===== src/rtl/float_pair_sequencer_pkg.sv =====
// Shared types and constants for the float edge-case pair sequencer.
// Holds the FSM encoding, the operand table values and a saturating 8-bit increment.
package float_pair_sequencer_pkg;

  typedef enum logic [2:0] {
    S_IDLE  = 3'd0,
    S_ISSUE = 3'd1,
    S_WAIT  = 3'd2,
    S_NEXT  = 3'd3,
    S_DONE  = 3'd4
  } seq_state_t;

  localparam int NUM_VALS_DEFAULT = 6;

  localparam logic [31:0] FP_VERY_LARGE = 32'h7E4CCCCC;
  localparam logic [31:0] FP_VERY_SMALL = 32'h01866666;
  localparam logic [31:0] FP_NEG_TENTH  = 32'hBDCCCCCC;
  localparam logic [31:0] FP_NEG_FIFTH  = 32'hBE4CCCCC;
  localparam logic [31:0] FP_ZERO       = 32'h00000000;
  localparam logic [31:0] FP_POS_INF    = 32'h7F800000;

  function automatic logic [7:0] sat_inc8(input logic [7:0] v);
    return (v == 8'hFF) ? v : v + 8'd1;
  endfunction

endpackage


===== src/rtl/float_pair_sequencer_rom.sv =====
// Combinational edge-case operand table; zero for indices past the table.
// No latency, no flow control.
module float_edgecase_rom
  import float_pair_sequencer_pkg::*;
(
  input  logic [2:0]  idx,
  output logic [31:0] value
);

  always_comb begin
    value = FP_ZERO;
    case (idx)
      3'd0:    value = FP_VERY_LARGE;
      3'd1:    value = FP_VERY_SMALL;
      3'd2:    value = FP_NEG_TENTH;
      3'd3:    value = FP_NEG_FIFTH;
      3'd4:    value = FP_ZERO;
      3'd5:    value = FP_POS_INF;
      default: value = FP_ZERO;
    endcase
  end

endmodule


===== src/rtl/float_pair_sequencer.sv =====
// Walks every ordered operand pair through a unit under test, counting results/timeouts and folding results into a signature.
// Operands held until op_ready; each result awaited for at most TIMEOUT cycles; abort and reset end a run without done.
module float_pair_sequencer
  import float_pair_sequencer_pkg::*;
#(
  parameter int NUM_VALS = NUM_VALS_DEFAULT,
  parameter int TIMEOUT  = 16
) (
  input  logic        clk,
  input  logic        rst_n,
  input  logic        start,
  input  logic        abort,
  output logic        busy,
  output logic        done,
  output logic [31:0] op_a,
  output logic [31:0] op_b,
  output logic        op_valid,
  input  logic        op_ready,
  input  logic [31:0] res,
  input  logic        res_valid,
  output logic [7:0]  result_count,
  output logic [7:0]  timeout_count,
  output logic [31:0] signature
);

  localparam logic [2:0] LAST_IDX   = 3'(NUM_VALS - 1);
  localparam logic [7:0] TIMER_LAST = 8'(TIMEOUT - 1);

  seq_state_t  r_state;
  logic [2:0]  r_i;
  logic [2:0]  r_j;
  logic [7:0]  r_timer;
  logic [7:0]  r_result_count;
  logic [7:0]  r_timeout_count;
  logic [31:0] r_signature;
  logic [31:0] r_op_a;
  logic [31:0] r_op_b;
  logic        r_busy;
  logic        r_done;
  logic        r_op_valid;

  logic        w_j_wrap;
  logic        w_last;
  logic [2:0]  w_i_nxt;
  logic [2:0]  w_j_nxt;
  logic [2:0]  w_rom_a_idx;
  logic [2:0]  w_rom_b_idx;
  logic [31:0] w_rom_a;
  logic [31:0] w_rom_b;

  assign w_j_wrap = (r_j == LAST_IDX);
  assign w_last   = w_j_wrap && (r_i == LAST_IDX);
  assign w_j_nxt  = w_j_wrap ? 3'd0 : r_j + 3'd1;
  assign w_i_nxt  = w_j_wrap ? r_i + 3'd1 : r_i;

  // ROMs look up the pair about to be issued so the operands register on ISSUE entry.
  assign w_rom_a_idx = (r_state == S_IDLE) ? 3'd0 : w_i_nxt;
  assign w_rom_b_idx = (r_state == S_IDLE) ? 3'd0 : w_j_nxt;

  float_edgecase_rom u_rom_a (.idx(w_rom_a_idx), .value(w_rom_a));
  float_edgecase_rom u_rom_b (.idx(w_rom_b_idx), .value(w_rom_b));

  always_ff @(posedge clk or negedge rst_n) begin
    if (!rst_n) begin
      r_state         <= S_IDLE;
      r_i             <= 3'd0;
      r_j             <= 3'd0;
      r_timer         <= 8'd0;
      r_result_count  <= 8'd0;
      r_timeout_count <= 8'd0;
      r_signature     <= 32'd0;
      r_op_a          <= 32'd0;
      r_op_b          <= 32'd0;
      r_busy          <= 1'b0;
      r_done          <= 1'b0;
      r_op_valid      <= 1'b0;
    end else begin
      r_done <= 1'b0;
      if (r_state != S_IDLE && abort) begin
        r_state    <= S_IDLE;
        r_busy     <= 1'b0;
        r_op_valid <= 1'b0;
      end else begin
        case (r_state)
          S_IDLE: begin
            if (start) begin
              r_i             <= 3'd0;
              r_j             <= 3'd0;
              r_timer         <= 8'd0;
              r_result_count  <= 8'd0;
              r_timeout_count <= 8'd0;
              r_signature     <= 32'd0;
              r_op_a          <= w_rom_a;
              r_op_b          <= w_rom_b;
              r_op_valid      <= 1'b1;
              r_busy          <= 1'b1;
              r_state         <= S_ISSUE;
            end
          end
          S_ISSUE: begin
            if (op_ready) begin
              r_op_valid <= 1'b0;
              r_timer    <= 8'd0;
              r_state    <= S_WAIT;
            end
          end
          S_WAIT: begin
            if (res_valid) begin
              r_result_count <= sat_inc8(r_result_count);
              r_signature    <= {r_signature[30:0], r_signature[31]} ^ res;
              r_state        <= S_NEXT;
            end else if (r_timer == TIMER_LAST) begin
              r_timeout_count <= sat_inc8(r_timeout_count);
              r_state         <= S_NEXT;
            end else begin
              r_timer <= r_timer + 8'd1;
            end
          end
          S_NEXT: begin
            if (w_last) begin
              r_done  <= 1'b1;
              r_state <= S_DONE;
            end else begin
              r_i        <= w_i_nxt;
              r_j        <= w_j_nxt;
              r_op_a     <= w_rom_a;
              r_op_b     <= w_rom_b;
              r_op_valid <= 1'b1;
              r_state    <= S_ISSUE;
            end
          end
          S_DONE: begin
            r_busy  <= 1'b0;
            r_state <= S_IDLE;
          end
          default: begin
            r_busy     <= 1'b0;
            r_op_valid <= 1'b0;
            r_state    <= S_IDLE;
          end
        endcase
      end
    end
  end

  assign busy          = r_busy;
  assign done          = r_done;
  assign op_a          = r_op_a;
  assign op_b          = r_op_b;
  assign op_valid      = r_op_valid;
  assign result_count  = r_result_count;
  assign timeout_count = r_timeout_count;
  assign signature     = r_signature;

endmodule


===== config.mk =====
export PLATFORM = sky130hd
export DESIGN_NAME = float_pair_sequencer
export DESIGN_NICKNAME = d
export VERILOG_FILES = /design/src/rtl/float_pair_sequencer_pkg.sv /design/src/rtl/float_pair_sequencer_rom.sv /design/src/rtl/float_pair_sequencer.sv
export SDC_FILE = /design/constraint.sdc
export NUM_CORES = 1
export LEC_CHECK = 0
export ABC_AREA = 1
export CAP_MARGIN = 40
export CORE_AREA = 2 2 79 137
export DETAILED_ROUTE_END_ITERATION = 10
export DIE_AREA = 0 0 81 139
export MAX_ROUTING_LAYER = met4
export PLACE_DENSITY_LB_ADDON = 0.08
export RECOVER_POWER = 25
export SLEW_MARGIN = 5
export SYNTH_ARGS = -nofsm -noshare
export SYNTH_HDL_FRONTEND = slang
export SYNTH_SLANG_ARGS = --single-unit
export TNS_END_PERCENT = 20

===== constraint.sdc =====
create_clock -name clk -period 3.67 [get_ports clk]
set_input_delay 1.101 -clock clk [delete_from_list [all_inputs] [get_ports clk]]
set_output_delay 1.101 -clock clk [all_outputs]
set_load 0.005 [all_outputs]

## Word level (Yosys, flattened, before mapping)

Cells that the tools add are included.

- Reductions and logical operators: 19
- Muxes and demuxes: 49
- Equal/unequal tests: 32
- $add $sub $neg: 5
- Bitwise gates (word level): 2

Operators with widths:

| kind | count |
|---|---|
| one-hot mux 32 bit (5 select lines) | 2 |
| two-way mux 32 bit | 6 |
| one-hot mux 32 bit (2 select lines) | 3 |
| two-way mux 8 bit | 9 |
| two-way mux 3 bit | 13 |
| one-hot mux 8 bit (2 select lines) | 2 |
| XOR 32 bit | 1 |
| adder 8 x 1 -> 8 bit (second input constant) | 3 |
| one-hot mux 8 bit (3 select lines) | 1 |
| == test 3 x 2 -> 1 bit (second input constant) | 6 |
| != test 2 bit (second input constant) | 9 |
| == test 8 bit (second input constant) | 2 |
| == test 3 bit (second input constant) | 5 |
| one-hot mux 3 bit (2 select lines) | 2 |
| one-hot mux 3 bit (4 select lines) | 1 |
| AND reduction 4 bit | 3 |
| AND reduction 6 bit | 2 |
| == test 3 x 1 -> 1 bit (second input constant) | 3 |
| zero test 3 bit | 3 |
| == test 8 x 4 -> 1 bit (second input constant) | 1 |
| two-way mux 1 bit | 8 |
| adder 3 x 1 -> 3 bit (second input constant) | 2 |
| != test 3 bit (second input constant) | 2 |
| nonzero test 3 bit | 2 |
| other kinds (13) | 16 |

- Bits in registers: 132
- Output and inout bits: 115
- Input bits: 38

## Depth between registers and ports, before layout

- Word-level depth: 7
- Gate-level depth with buffers: 10
- Gate-level depth less buffers: 10

## By module

Synthesis repeated with hierarchy kept, for this count alone.

- Cells, all modules: 855
- Area total of the unflattened synthesis: 6761.5 um2

Modules (own cells, without submodules):

| module | sequential area each (um2) | cells each | instances | area an instance (um2) |
|---|---|---|---|---|
| float_pair_sequencer | 3303.2 | 771 | 1 | 6256.0 |
| float_edgecase_rom | 0.0 | 42 | 2 | 252.7 |

## Worst setup path before layout

OpenSTA, ideal clock, no wires.

- Kind: input port to flip-flop
- From: input port start
- To: register r_timer[5]
- Buffers on the path: 0
- Arrival: 1802 ps
- Setup slack: 1750 ps
- Data required time: 3552 ps
- Stages on the path: 7
- Cell sequence: inv_1 -> nand2_4 -> nand2_1 -> nor2_1 -> nand3_1 -> nand2_1 -> nand2_1

- Word-level cells in the longest chain between the ends: 2

Ends and longest elaborated chain:

| item | line | source |
|---|---|---|
| from (decl) | float_pair_sequencer.sv:11 | `input logic start,` |
| != test 2 bit (no line) | n/a |  |
| AND reduction 6 bit (no line) | n/a |  |
| to (signal assigned) | float_pair_sequencer.sv:116 | `r_timer <= r_timer + 8'd1;` |
| to (decl) | float_pair_sequencer.sv:32 | `logic [7:0] r_timer;` |

Every way passes these cells.
A chain may end at the register's enable or synchronous reset.

==> results.toml <==
[cts]
clock_sink_count = 84
post-cts-setup-buffer-count = 0
clk_latency_ns = 0.33
clkTransAtPathRegs_ns = 0.06
htree_num_levels = 3
ctsResizeCount = 0
cts_hold_buf = 0
root_buffer = "clkbuf_16"
cts_buffer_depth = 2
cts_tree = "built"
cts_buffers = 9

[placement]
dp_worst_setup_slack_ns = 0.776
numPlacedInstances = 833
gp_congestion = 0.877
numPortBuffers = 138
placed_cell_area_sq_um = 6170
place_hpwl_um = 8810

[setup_path]
crit_fanout = 50
cp_cell_sequence = "clkbuf_2, clkbuf_1"
cp-start-kind = "input port"
cp_top_family = "buffers and inverters"
cp_num_cells = 2
path_class = "input port to async pin"
critical_path_arrival_ns = 2.91
r2r_cells = 5
cp_slowest_stage_delay_ns = 0.93
slowest_stage = "clkbuf_2"
cp.required_ns = 3.97
critPathCaptureType = "async pin"
cp_num_buf_inv = 2
rr_endpoint = "op_b[24]$_DFFE_PN0P_"
rrSetupSlack_ns = 1.40
rr_startpoint = "r_state[2]$_DFFE_PN0P_"

[sta]
final.setup.worst_slack_ns = 1.06
fin_crit_sh = 0.712
worst_pin_slew_ns = 1.29
maxSlewViolCount = 0
hold_viol = 0
clock.fmax_mhz = 383
tns_ns = 0
rsz0062_at_grt = "no"
final-setup-viol-count = 0
fin_skew_ns = 0.00573
relSlewSlack = 0.137
fin_crit_ns = 2.61

[floorplanning]
io_pins = 153
start_util = 0.496
dieArea_sq_um = 11300
core_sq_um = 10200
die_h_um = 139
chipWidth_um = 81
num_rows = 49

[yosys]
ys_seq_elements = 84
ys_seq_area_frac = 0.416
synth_ff_type = "dfrtp_1"
synth.top_cells.by_area = "dfrtp_1 42%, nand2_1 12%, buf_4 7.7%"
syn_area_sq_um = 5050
yosys.area.top_type = "dfrtp_1"
synth.yosys.warnings = 0
async_flop_share = 1.00
synth_edf_count = 0
syn_inst = 617
synth_area_per_cell_sq_um = 8.18
synth_top_area_share = 0.416
ys_types = 40

[power]
combPwrFrac = 0.516
p_seq_frac = 0.322
clockPowerShare = 0.163
swShare = 0.397
p_leak_nw = 2.90
p_sw_w = 0.00196
p_int_w = 0.00297
vdd_drop_max_mv = 0.410
powerDensity_nw_per_um2 = 768

[layout]
antenna_cells = 0
syn2layout_area_growth_pct = 27.1
final_cells = 849
drive_gt1_frac = 0.111
fin_nets = 760
post-route-cell-area_sq_um = 6420

[status]
outcome = "finished, final reports clean"

[flow_run]
cap_violations = 0

[route]
dr.pass1.iters = 4
antenna_left = 0
via_per_inst = 5.02
routedWlPerCell_um = 14.0
drc = 0
wirelength_um = 11900
route.vias.total = 4263
drtIter0Drc = 215

[min_path]
holdPathEnd = "op_b[30]$_DFFE_PN0P_"
min_delay_path_depth = 1
hold_class = "flip-flop to flip-flop"
worst_hold_startpoint = "op_b[30]$_DFFE_PN0P_"

[grt]
grt_util_met2 = 0.375
grt-busiest-layer = "met2"
gr-usage-all-layers = 0.223
use_met1 = 0.261
first_global_vias = 4019
grt_pass1_wl_um = 19300
use_met3 = 0.0456
grt_max_degree = 51
grt_overflow = 0
antenna_found_initial = 0
[per-stage QoR]
step	power (W)	hold WS [ns]	utilization
floorplan	0.00325	0.468	-
global placement	0.00410	0.469	0.606
detailed placement	0.00416	0.481	0.606
CTS	0.00499	0.494	0.632
global route	0.00532	0.498	0.631
finish	0.00493	0.489	0.631
[cell usage in the layout, fill, tap and decap left out, drive strengths merged, types with 3 or more instances in the layout]
cell	count
conb	14
ha	5
nor2	73
xor2	38
buf	4
clkbuf	14
o21ai	23
nand3	46
clkinv	6
inv	36
xnor2	3
a21oi	35
clkdlybuf4s50	137
dfrtp	84
nand2	174
nand4	11
or2	4
[state kept, by name, indices dropped and copies added, names as in the netlist]
signal and cells:
signature 32, r_j 3, result_count 8, busy 1, op_valid 1, r_i 3
done 1, op_b 8, r_state 3, op_a 8, r_timer 8, timeout_count 8
[cell type report]
| cell class | instances | area [sq um] |
|---|---|---|
| well taps | 127 | 159 |
| multi-input cells | 441 | 2340 |
| fillers | 930 | 3760 |
| clock inverters | 5 | 28.8 |
| clock buffers | 11 | 233 |
| repair buffers | 144 | 1410 |
| flip-flops and latches | 84 | 2100 |
| inverters | 37 | 139 |
[kinds of logic (layout without fill, tap and decap cells)]
family          count (synthesis)  count (layout)  share of synthesized area
fa+ha+maj                       5               5                     0.0124
flops                          84              84                      0.416
other cells                     1              14                   0.000743
xor+xnor                       41              41                     0.0711
simple gates                  313             313                      0.274
buf+inv                       105             197                      0.129
compound gates                 68              68                     0.0959
[cells in the mapped netlist (2+ instances only)]
library cell,n
nand2_2,3
o21a_1,2
o21ai_1,15
nor3_1,2
buf_4,52
nand2_4,4
o21ai_0,8
nand4_1,10
nor2_1,60
clkbuf_1,3
a21oi_2,28
nor2_2,10
a21oi_1,6
nand2_1,167
buf_2,6
dfrtp_1,84
o211ai_1,2
nor3b_1,2
nor2_4,3
xnor2_1,3
nand3_1,44
ha_1,5
xor2_1,38
inv_1,32
nand3_2,2
buf_6,6
inv_2,4
or2_2,4
[power by group through the flow]
stage | clock network (W) | logic, W | registers, W
final | 0.000802 | 0.00254 | 0.00158
after global routing | 0.000862 | 0.00282 | 0.00164
after CTS | 0.000824 | 0.00257 | 0.00159
after detailed placement | 0 | 0.00256 | 0.00161
after global placement | 0 | 0.00251 | 0.00159
after floorplan | 0 | 0.00168 | 0.00157
[routing by layer]
metal  vias up  wire length, um
li1       2112                -
met3        10              582
met4         0              158
met5         -                0
met1      2021             4750
met2       120             6370
[worst max-delay path by stage]
stage                     slack [ns]  startpoint                endpoint
after global routing            0.67       rst_n    op_b[30]$_DFFE_PN0P_
after CTS                       1.13       abort    op_b[24]$_DFFE_PN0P_
after global placement          0.81       abort    op_b[24]$_DFFE_PN0P_
final                           1.06       rst_n    op_b[29]$_DFFE_PN0P_
after detailed placement        0.78       abort    op_b[24]$_DFFE_PN0P_
after floorplan                 1.75       start  r_timer[5]$_DFFE_PN0P_
Power figures use the tool's default switching activity.
